`src/rtl/atm_session_ctrl.sv`:
```
// atm_session_ctrl: card/PIN session controller with retry lockout and balance/deposit/withdraw/transfer sequencing.
// Define ATM_DAILY_LIMIT_EN to cap the per-session withdraw total at WD_LIMIT.
module atm_session_ctrl #(
   parameter int NUM_ACCTS = 4,
   parameter int BAL_W = 16,
   parameter int MAX_TRIES = 3,
   parameter logic [NUM_ACCTS*12-1:0] CARD_LIST = {12'd2100, 12'd2000, 12'd1988, 12'd1873},
   parameter logic [NUM_ACCTS*8-1:0] PIN_LIST = {8'h11, 8'h22, 8'h24, 8'h4F},
   parameter logic [NUM_ACCTS*BAL_W-1:0] BAL_LIST = {16'd0, 16'd100, 16'd500, 16'd50000},
   parameter int WD_LIMIT = 600
) (
   input  logic             i_clk,
   input  logic             i_reset_n,
   input  logic             i_start,
   input  logic [11:0]      i_card_number,
   input  logic [7:0]       i_pin_number,
   input  logic             i_txn_valid,
   output logic             o_txn_ready,
   input  logic [1:0]       i_txn_option,
   input  logic [9:0]       i_dollars,
   input  logic [11:0]      i_wired_account,
   input  logic             i_end_session,
   output logic             o_session_active,
   output logic             o_done,
   output logic             o_error,
   output logic [2:0]       o_err_code,
   output logic [BAL_W-1:0] o_balance,
   output logic             o_locked
);
`ifdef ATM_DAILY_LIMIT_EN
   localparam bit LIM_EN = 1'b1;
`else
   localparam bit LIM_EN = 1'b0;
`endif
   localparam int IW = $clog2(NUM_ACCTS);
   localparam int TW = $clog2(MAX_TRIES + 1);
   localparam int BW1 = BAL_W + 1;
   typedef enum logic [2:0] {IDLE, LOOKUP, AUTH, READY, EXEC, XLOOK, RESP} state_t;
   state_t r_state, w_next;
   logic [11:0] r_card, r_wired;
   logic [7:0] r_pin;
   logic [1:0] r_opt;
   logic [9:0] r_dol;
   logic [IW-1:0] r_src, w_hidx, w_didx;
   logic [BAL_W-1:0] r_bal [NUM_ACCTS];
   logic [TW-1:0] r_tries [NUM_ACCTS];
   logic [NUM_ACCTS-1:0] r_lock;
   logic [31:0] r_total;
   logic r_active, r_locked;
   logic [2:0] r_err, w_err;
   logic [BAL_W-1:0] r_balance, w_new_src;
   logic w_hit, w_dhit, w_wr_src, w_wr_dst, w_accept, w_insuf, w_lim, w_pin_ok;
   logic [BAL_W:0] w_src, w_dst, w_dep, w_sub, w_xdst;
   always_comb begin
      w_hit = 1'b0;
      w_hidx = '0;
      w_dhit = 1'b0;
      w_didx = '0;
      for (int k = 0; k < NUM_ACCTS; k++) begin
         if (CARD_LIST[k*12 +: 12] == r_card) begin
            w_hit = 1'b1;
            w_hidx = IW'(k);
         end
         if (CARD_LIST[k*12 +: 12] == r_wired) begin
            w_dhit = 1'b1;
            w_didx = IW'(k);
         end
      end
   end
   // one extra bit of headroom so overflow and underflow are detected, never wrapped
   assign w_src = {1'b0, r_bal[r_src]};
   assign w_dst = {1'b0, r_bal[w_didx]};
   assign w_dep = w_src + BW1'(r_dol);
   assign w_sub = w_src - BW1'(r_dol);
   assign w_xdst = w_dst + BW1'(r_dol);
   assign w_insuf = BW1'(r_dol) > w_src;
   assign w_lim = LIM_EN && (r_total + 32'(r_dol) > 32'(WD_LIMIT));
   assign w_pin_ok = r_pin == PIN_LIST[r_src*8 +: 8];
   assign w_accept = i_txn_valid && o_txn_ready;
   assign w_new_src = (r_opt == 2'b01) ? w_dep[BAL_W-1:0] : w_sub[BAL_W-1:0];
   always_comb begin
      w_next = r_state;
      w_err = 3'd0;
      w_wr_src = 1'b0;
      w_wr_dst = 1'b0;
      case (r_state)
         IDLE:   w_next = i_start ? LOOKUP : IDLE;
         LOOKUP: begin
            w_next = w_hit ? AUTH : RESP;
            w_err = w_hit ? 3'd0 : 3'd1;
         end
         AUTH:   begin
            w_next = RESP;
            w_err = r_lock[r_src] ? 3'd3 : (w_pin_ok ? 3'd0 : 3'd2);
         end
         READY:  w_next = i_end_session ? IDLE : (w_accept ? EXEC : READY);
         EXEC:   begin
            w_next = (r_opt == 2'b11) ? XLOOK : RESP;
            w_err = (r_opt == 2'b01) ? (w_dep[BAL_W] ? 3'd5 : 3'd0) :
                    (r_opt == 2'b10) ? (w_insuf ? 3'd4 : (w_lim ? 3'd7 : 3'd0)) : 3'd0;
            w_wr_src = (r_opt == 2'b01 || r_opt == 2'b10) && w_err == 3'd0;
         end
         XLOOK:  begin
            w_next = RESP;
            w_err = (!w_dhit || w_didx == r_src) ? 3'd6 : (w_insuf ? 3'd4 : (w_xdst[BAL_W] ? 3'd5 : 3'd0));
            w_wr_src = w_err == 3'd0;
            w_wr_dst = w_err == 3'd0;
         end
         RESP:   w_next = r_active ? READY : IDLE;
         default: w_next = IDLE;
      endcase
   end
   always_ff @(posedge i_clk or negedge i_reset_n) begin
      if (!i_reset_n) begin
         r_state <= IDLE;
         r_card <= '0;
         r_pin <= '0;
         r_opt <= '0;
         r_dol <= '0;
         r_wired <= '0;
         r_src <= '0;
         r_lock <= '0;
         r_total <= '0;
         r_active <= 1'b0;
         r_locked <= 1'b0;
         r_err <= '0;
         r_balance <= '0;
         for (int k = 0; k < NUM_ACCTS; k++) begin
            r_bal[k] <= BAL_LIST[k*BAL_W +: BAL_W];
            r_tries[k] <= '0;
         end
      end else begin
         r_state <= w_next;
         if (r_state == IDLE && i_start) begin
            r_card <= i_card_number;
            r_pin <= i_pin_number;
            r_locked <= 1'b0;
         end
         if (r_state == LOOKUP) r_src <= w_hidx;
         if (w_accept) begin
            r_opt <= i_txn_option;
            r_dol <= i_dollars;
            r_wired <= i_wired_account;
         end
         if (w_next == RESP) r_err <= w_err;
         if (r_state == AUTH) begin
            if (r_lock[r_src]) r_locked <= 1'b1;
            else if (!w_pin_ok) begin
               r_tries[r_src] <= r_tries[r_src] + TW'(1);
               if (r_tries[r_src] + TW'(1) == TW'(MAX_TRIES)) r_lock[r_src] <= 1'b1;
            end else begin
               r_tries[r_src] <= '0;
               r_active <= 1'b1;
               r_balance <= r_bal[r_src];
            end
         end
         // source and destination commit on the same edge, so a transfer is never half-done
         if (w_wr_src) begin
            r_bal[r_src] <= w_new_src;
            r_balance <= w_new_src;
         end
         if (w_wr_dst) r_bal[w_didx] <= w_xdst[BAL_W-1:0];
         if (w_wr_src && r_state == EXEC && r_opt == 2'b10) r_total <= r_total + 32'(r_dol);
         if (r_state == READY && i_end_session) begin
            r_active <= 1'b0;
            r_balance <= '0;
            r_total <= '0;
         end
      end
   end
   assign o_txn_ready = (r_state == READY) && !i_end_session;
   assign o_session_active = r_active;
   assign o_done = r_state == RESP;
   assign o_error = o_done && r_err != 3'd0;
   assign o_err_code = r_err;
   assign o_balance = r_balance;
   assign o_locked = r_locked;
endmodule

```
`config.mk`:
```
export PLATFORM = sky130hd
export DESIGN_NAME = atm_session_ctrl
export DESIGN_NICKNAME = d
export VERILOG_FILES = /design/src/rtl/atm_session_ctrl.sv
export SDC_FILE = /design/constraint.sdc
export NUM_CORES = 1
export LEC_CHECK = 0
export BUFFER_PORTS_ARGS = -buffer_cell sky130_fd_sc_hd__buf_2
export CORE_UTILIZATION = 54
export CTS_CLUSTER_SIZE = 40
export DETAILED_ROUTE_END_ITERATION = 7
export GPL_TIMING_DRIVEN = 0
export PLACE_DENSITY_LB_ADDON = 0.08
export SLEW_MARGIN = 15
export SYNTH_ARGS = -nofsm -noshare
export SYNTH_HDL_FRONTEND = slang
export SYNTH_SLANG_ARGS = --single-unit
```
`constraint.sdc`:
```
create_clock -name i_clk -period 6.22 [get_ports i_clk]
set_clock_uncertainty 0.15 [all_clocks]
set_input_delay 0.933 -clock i_clk [delete_from_list [all_inputs] [get_ports i_clk]]
set_output_delay 0.933 -clock i_clk [all_outputs]
set_load 0.03 [all_outputs]
```
# --- Word level (Yosys, flattened, before mapping) ---
# Index checks and enable logic that the tools add are counted.
# W data, S select, Z words.
totals:
  reg_bits: 146
  latchBits: 0
  ram_bits: 0
  rom_bits: 0
  in_bits: 49
  output_inout_bits: 24
  word_cells: 160
  memories: 0
op_classes:
  n_addsub: 4
  n_mul: 0
  div: 0
  order_cmp: 7
  eq_ne: 23
  shifts: 1
  n_mux: 72
  n_bitwise: 7
  reduce_logical: 26
ops:
  columns: ["op", "n"]
  rows:
  - ["$mux W16", 12]
  - ["$bwmux W64", 2]
  - ["$mux W64", 2]
  - ["$eq A11 B12 Y1 const A", 6]
  - ["$bmux W16 S2", 2]
  - ["$demux W16 S2", 2]
  - ["$add A16 B10 Y17", 2]
  - ["$shiftx A32 B6 Y8 const A", 1]
  - ["$mux W3", 10]
  - ["$eq A12 B12 Y1 const A", 2]
  - ["$mux W1", 22]
  - ["$mux W2", 11]
  - ["$pmux W3 S6", 1]
  - ["$gt A10 B16 Y1", 1]
  - ["$sub A16 B10 Y16", 1]
  - ["$eq A3 B3 Y1 const B", 4]
  - ["$pmux W3 S4", 1]
  - ["$logic_and A1 B1 Y1", 9]
  - ["$logic_not A3 Y1", 3]
  - ["$reduce_bool A3 Y1", 3]
  - ["$and A8 B8 Y8", 1]
  - ["$bwmux W8", 1]
  - ["$eq A8 B8 Y1", 1]
  - ["$mux W8", 1]
  - ["28 further kinds", 39]

# --- Logic depth before layout (Yosys ltp) ---
depth:
  depth_word: 17
  mapped_depth: 21
  ltp_nobuf: 17

# --- Worst setup path before layout ---
# Ideal clock, no wire load.
synth_timing:
  path_type: "register to register"
  startpoint: "register r_src[0]"
  endpoint: "register r_bal[60] in the netlist's numbering"
  setup_time_ps: 136
  arrival_ps: 4631
  t_required_ps: 5934
  path_slack_ps: 1303
  path_stages_with_launch: 19
  path_buffers: 4
  period_less_slack_ps: 4917
  path_cell_list: "dfrtp_1 buf_2 buf_1 buf_1 mux4_2 inv_1 ha_1 inv_1 fa_1 a211oi_1 o21ai_0 a41oi_1 nor2b_1 a32o_1 nor4_4 o21ai_4 buf_6 mux2i_1 mux2i_1"
synth_via:
  elab_chain_cells: 14
  elab_cells_between_ends: 30
  classes_between: "add/sub: 2; order compare: 3; eq/ne: 1; mux: 18; bitwise: 1; reduce/logical: 5"
synth_rtl:
  columns: ["item", "line", "rtl"]
  rows:
  - ["from (decl)", "44", "logic [IW-1:0] r_src, w_hidx, w_didx;"]
  - ["from (signal assigned)", "139", "if (r_state == LOOKUP) r_src <= w_hidx;"]
  - ["$not A2 Y3 (implied by the code)", "71, 159", null]
  - ["$bmux W16 S2", "71", "assign w_src = {1'b0, r_bal[r_src]};"]
  - ["$mux W16 (implied by the code) (2 in series)", "71", null]
  - ["$gt A10 B16 Y1", "76", "assign w_insuf = BW1'(r_dol) > w_src;"]
  - ["$mux W3 (2 in series)", "100", "(r_opt == 2'b10) ? (w_insuf ? 3'd4 : (w_lim ? 3'd7 : 3'd0)) : 3'd0;"]
  - ["$mux W3", "99", "w_err = (r_opt == 2'b01) ? (w_dep[BAL_W] ? 3'd5 : 3'd0) :"]
  - ["$logic_not A3 Y1", "101", "w_wr_src = (r_opt == 2'b01 || r_opt == 2'b10) && w_err == 3'd0;"]
  - ["$logic_and A1 B1 Y1", "101", null]
  - ["$pmux W1 S2", "86", "case (r_state)"]
  - ["$mux W64", "158", "if (w_wr_src) begin"]
  - ["$bwmux W64", "162", "if (w_wr_dst) r_bal[w_didx] <= w_xdst[BAL_W-1:0];"]
  - ["$mux W64 *", "162", null]
  - ["to (signal, indexed assignment)", "129", "r_bal[k] <= BAL_LIST[k*BAL_W +: BAL_W];"]
  - ["to (signal, indexed assignment)", "159", "r_bal[r_src] <= w_new_src;"]
  - ["to (signal, indexed assignment)", "162", null]
  - ["to (decl)", "45", "logic [BAL_W-1:0] r_bal [NUM_ACCTS];"]
# Mark *: on every way between the ends. The rest lies on a longest branch, timed or not. The select of a mux whose other input is x is not followed.
# A chain may end at the register's enable or synchronous reset.

# --- Final worst setup path ---
layout_timing:
  startpoint: "register r_src[1]"
  endpoint: "register r_bal[53] in the netlist's numbering"
# Same word-level chain as after synthesis.

==> metrics.txt <==
final setup vio count=0; Post-Syn Instances=907; final slew viol count=0; initial DRC count=538; DP Area=10180 µm²; Mapped Area=9505 µm²; root buffer cell=clkbuf_16; number of global-route vias before repair=7568; endpoints failing hold=0; worst hold-check path type=in -> async; Avg Inst Size Synth=10.48 µm²; dominant synthesized flop cell=dfrtp_1; I/O pin total=73; ant diodes=0; number of synthesized flops with an enable pin=0; GRT Total Usage=0.3010; Cell Rows=48; Peak supply drop=0.4187 mV; DRC viols=0; area of the multi-input gates=5468 µm²; share of the yosys chip area belonging to registers=0.3863; crit path kind=reg -> reg; Die H=134.7 µm; top cells by area, synth=dfrtp_1, mux2i_1, mux2_2; Core Box Area=17240 µm²; syn nets=997; Layout area overhead=13.51%; most common cell in the netlist=dfrtp_1; Clk Latency, worst-skew pair=0.43 ns; Final Cell Area=10790 µm²; pwr dens=634.6 nW/µm²; # placed instances=1205; largest family of logic cells by synthesized area=multiplexers; final hold slack=0.2398 ns; fin crit share=0.9726; Setup crit end kind=flip-flop; relative slew slack=0.2505; dpl hpwl=18.71 mm; Tmin final=6.050 ns; Reg area=3672 µm²; nets@finish=1088; slew at the pin with the worst max-slew slack=1.109 ns; DRT Pass-1 Iters=5; antenna-violating nets left=0; outcome=finished, final reports clean; initial cell density of the core=0.5515; CP startpoint kind=flip-flop; final worst slack=0.1704 ns; worst endpoint data arrival time=6.19 ns; P_leak=5.004 nW; post-synth top area share=0.3449; critical path data required time=6.36 ns; Finished Layout Cells=1235; mux cell area share after synthesis=0.2206; Synth Area in Simple Gates=0.1651; drt wl/cell=20.99 µm; Synth Area in Adders=0.05634; fraction of layout cells with a size suffix above 1=0.2297; synth unique cells=75; first-pass GRT wire length=41.14 mm; CTS tree=built; largest net degree at the start of global routing=104; Worst Path Max Fanout=10; initial antenna violation count=0; Die W=134.7 µm; die area=18140 µm²; CTS H-Tree Depth=4; setup tns final=0 ns; dominant cell type by area after synthesis=dfrtp_1; Yosys warnings=0; Max-Cap Viols=0; Compound-Gate Fraction of Synth Area=0.1023; clock slew at reported path FFs=0.06 ns; fillcell total=1446; Max Freq=0.1653 GHz; GPL Wtd Cong=0.9028; ys async rst share=1.000; final wirelength=25.92 mm; #FFs+latches synth=146; detailed-route vias per instance=6.109; vias=7545; remaining global-route overflow=0; IO Port Bufs=72; clk buf depth=2; xor and xnor area share after synthesis=0.02949; DP Worst Slack=-0.1329 ns; CTS Sinks=146; TritonCTS Buffers=17; RSZ-0062 raised after global routing=no; top cells by instance count after synthesis=dfrtp_1, mux2i_1, nor2_1
## stage by stage
step / utilization / total power [mW]
after global routing: 0.6259 / 7.305
after detailed placement: 0.5909 / 5.759
after global placement: 0.5887 / 5.706
final: 0.6259 / 6.847
after floorplan: - / 4.586
after CTS: 0.6253 / 6.824
## cells by family after synthesis
logic type,Yosys count
compound gates,141
flops,146
mux,179
simple gates,283
xor+xnor,32
buf+inv,85
fa+ha+maj,41
## timing repair
item,4_1_cts,5_1_grt
endpoints found under the setup margin,50,75
pin swaps,0,0
setup buffers,0,0
gates resized for setup,2,3
hold buffers,0,0
## flip-flops by register name (all words and copies together) (netlist names), 2 cells and up
name,flops
r_bal,64
o_balance,16
r_card,12
r_wired,12
r_dol,10
r_pin,8
r_tries,8
r_lock,4
o_err_code,3
r_state,3
r_opt,2
r_src,2
## power breakdown
part	leakage (nW)	total [mW]	internal, mW	switching [mW]
Clock	0.282	1.04	0.611	0.426
Combinational	2.93	4.02	1.56	2.46
Sequential	1.79	1.79	1.42	0.374
Total	5.00	6.85	3.59	3.26
## layout make-up
type | count | share of cell area
multi-input combinational | 676 | 0.5068
timing repair buffer | 73 | 0.03688
clock inverter | 12 | 0.01229
clock buffer | 19 | 0.04198
inverter | 37 | 0.01287
sequential | 146 | 0.3404
tap | 225 | 0.02609
buffer | 47 | 0.02273
## worst max-delay path, stage by stage (launching register included)
cell,delay [ns]
dfrtp_1,0.58
clkbuf_1,0.59
clkbuf_1,0.73
mux4_2,0.47
inv_1,0.08
ha_1,0.17
inv_1,0.06
fa_1,0.41
a211oi_1,0.31
o21ai_0,0.23
a41oi_1,0.42
nor2b_1,0.33
a32o_1,0.28
nor4_4,0.08
o21ai_4,0.43
buf_6,0.27
mux2i_1,0.20
mux2i_1,0.09
## final timing paths
path,start,endpoint,slack [ns],cells past startpoint
max,r_src[1],r_bal[53],0.17,17
min,i_reset_n,r_bal[33],0.24,1
max reg2reg,r_src[1],r_bal[53],0.17,17
min reg2reg,r_lock[3],r_lock[3],0.31,1
max in group asynchronous,i_reset_n,r_state[0],4.84,2
min in group i_clk,r_lock[3],r_lock[3],0.31,1
## per-layer routing
metal,vias to the layer above,global-route usage,wire length (µm)
li1,3536,-,-
met1,3725,0.3928,11220
met2,231,0.5026,12820
met3,53,0.04467,1141
met4,0,0.1217,739
met5,-,0,0
## cell usage in the layout, fill, tap and decap left out, types with 10 or more instances in the layout
cell type	synthesis	layout
dfrtp_1	131	131
mux2i_1	106	106
buf_2	11	82
nor2_1	65	65
mux2_2	54	54
nand3_1	42	42
nand2_1	42	42
ha_1	38	38
inv_1	37	37
clkbuf_1	25	25
o21ai_0	25	25
nor3_1	22	22
a21oi_1	20	20
xnor2_1	20	20
mux4_2	19	19
or3_1	19	19
clkbuf_16	0	17
a31oi_1	16	16
dfstp_2	15	15
o22ai_1	14	14
nor2b_1	12	12
xor2_1	12	12
nand2b_1	12	12
o211ai_1	12	12
nor4_1	11	10
Power figures use the tool's default switching activity.
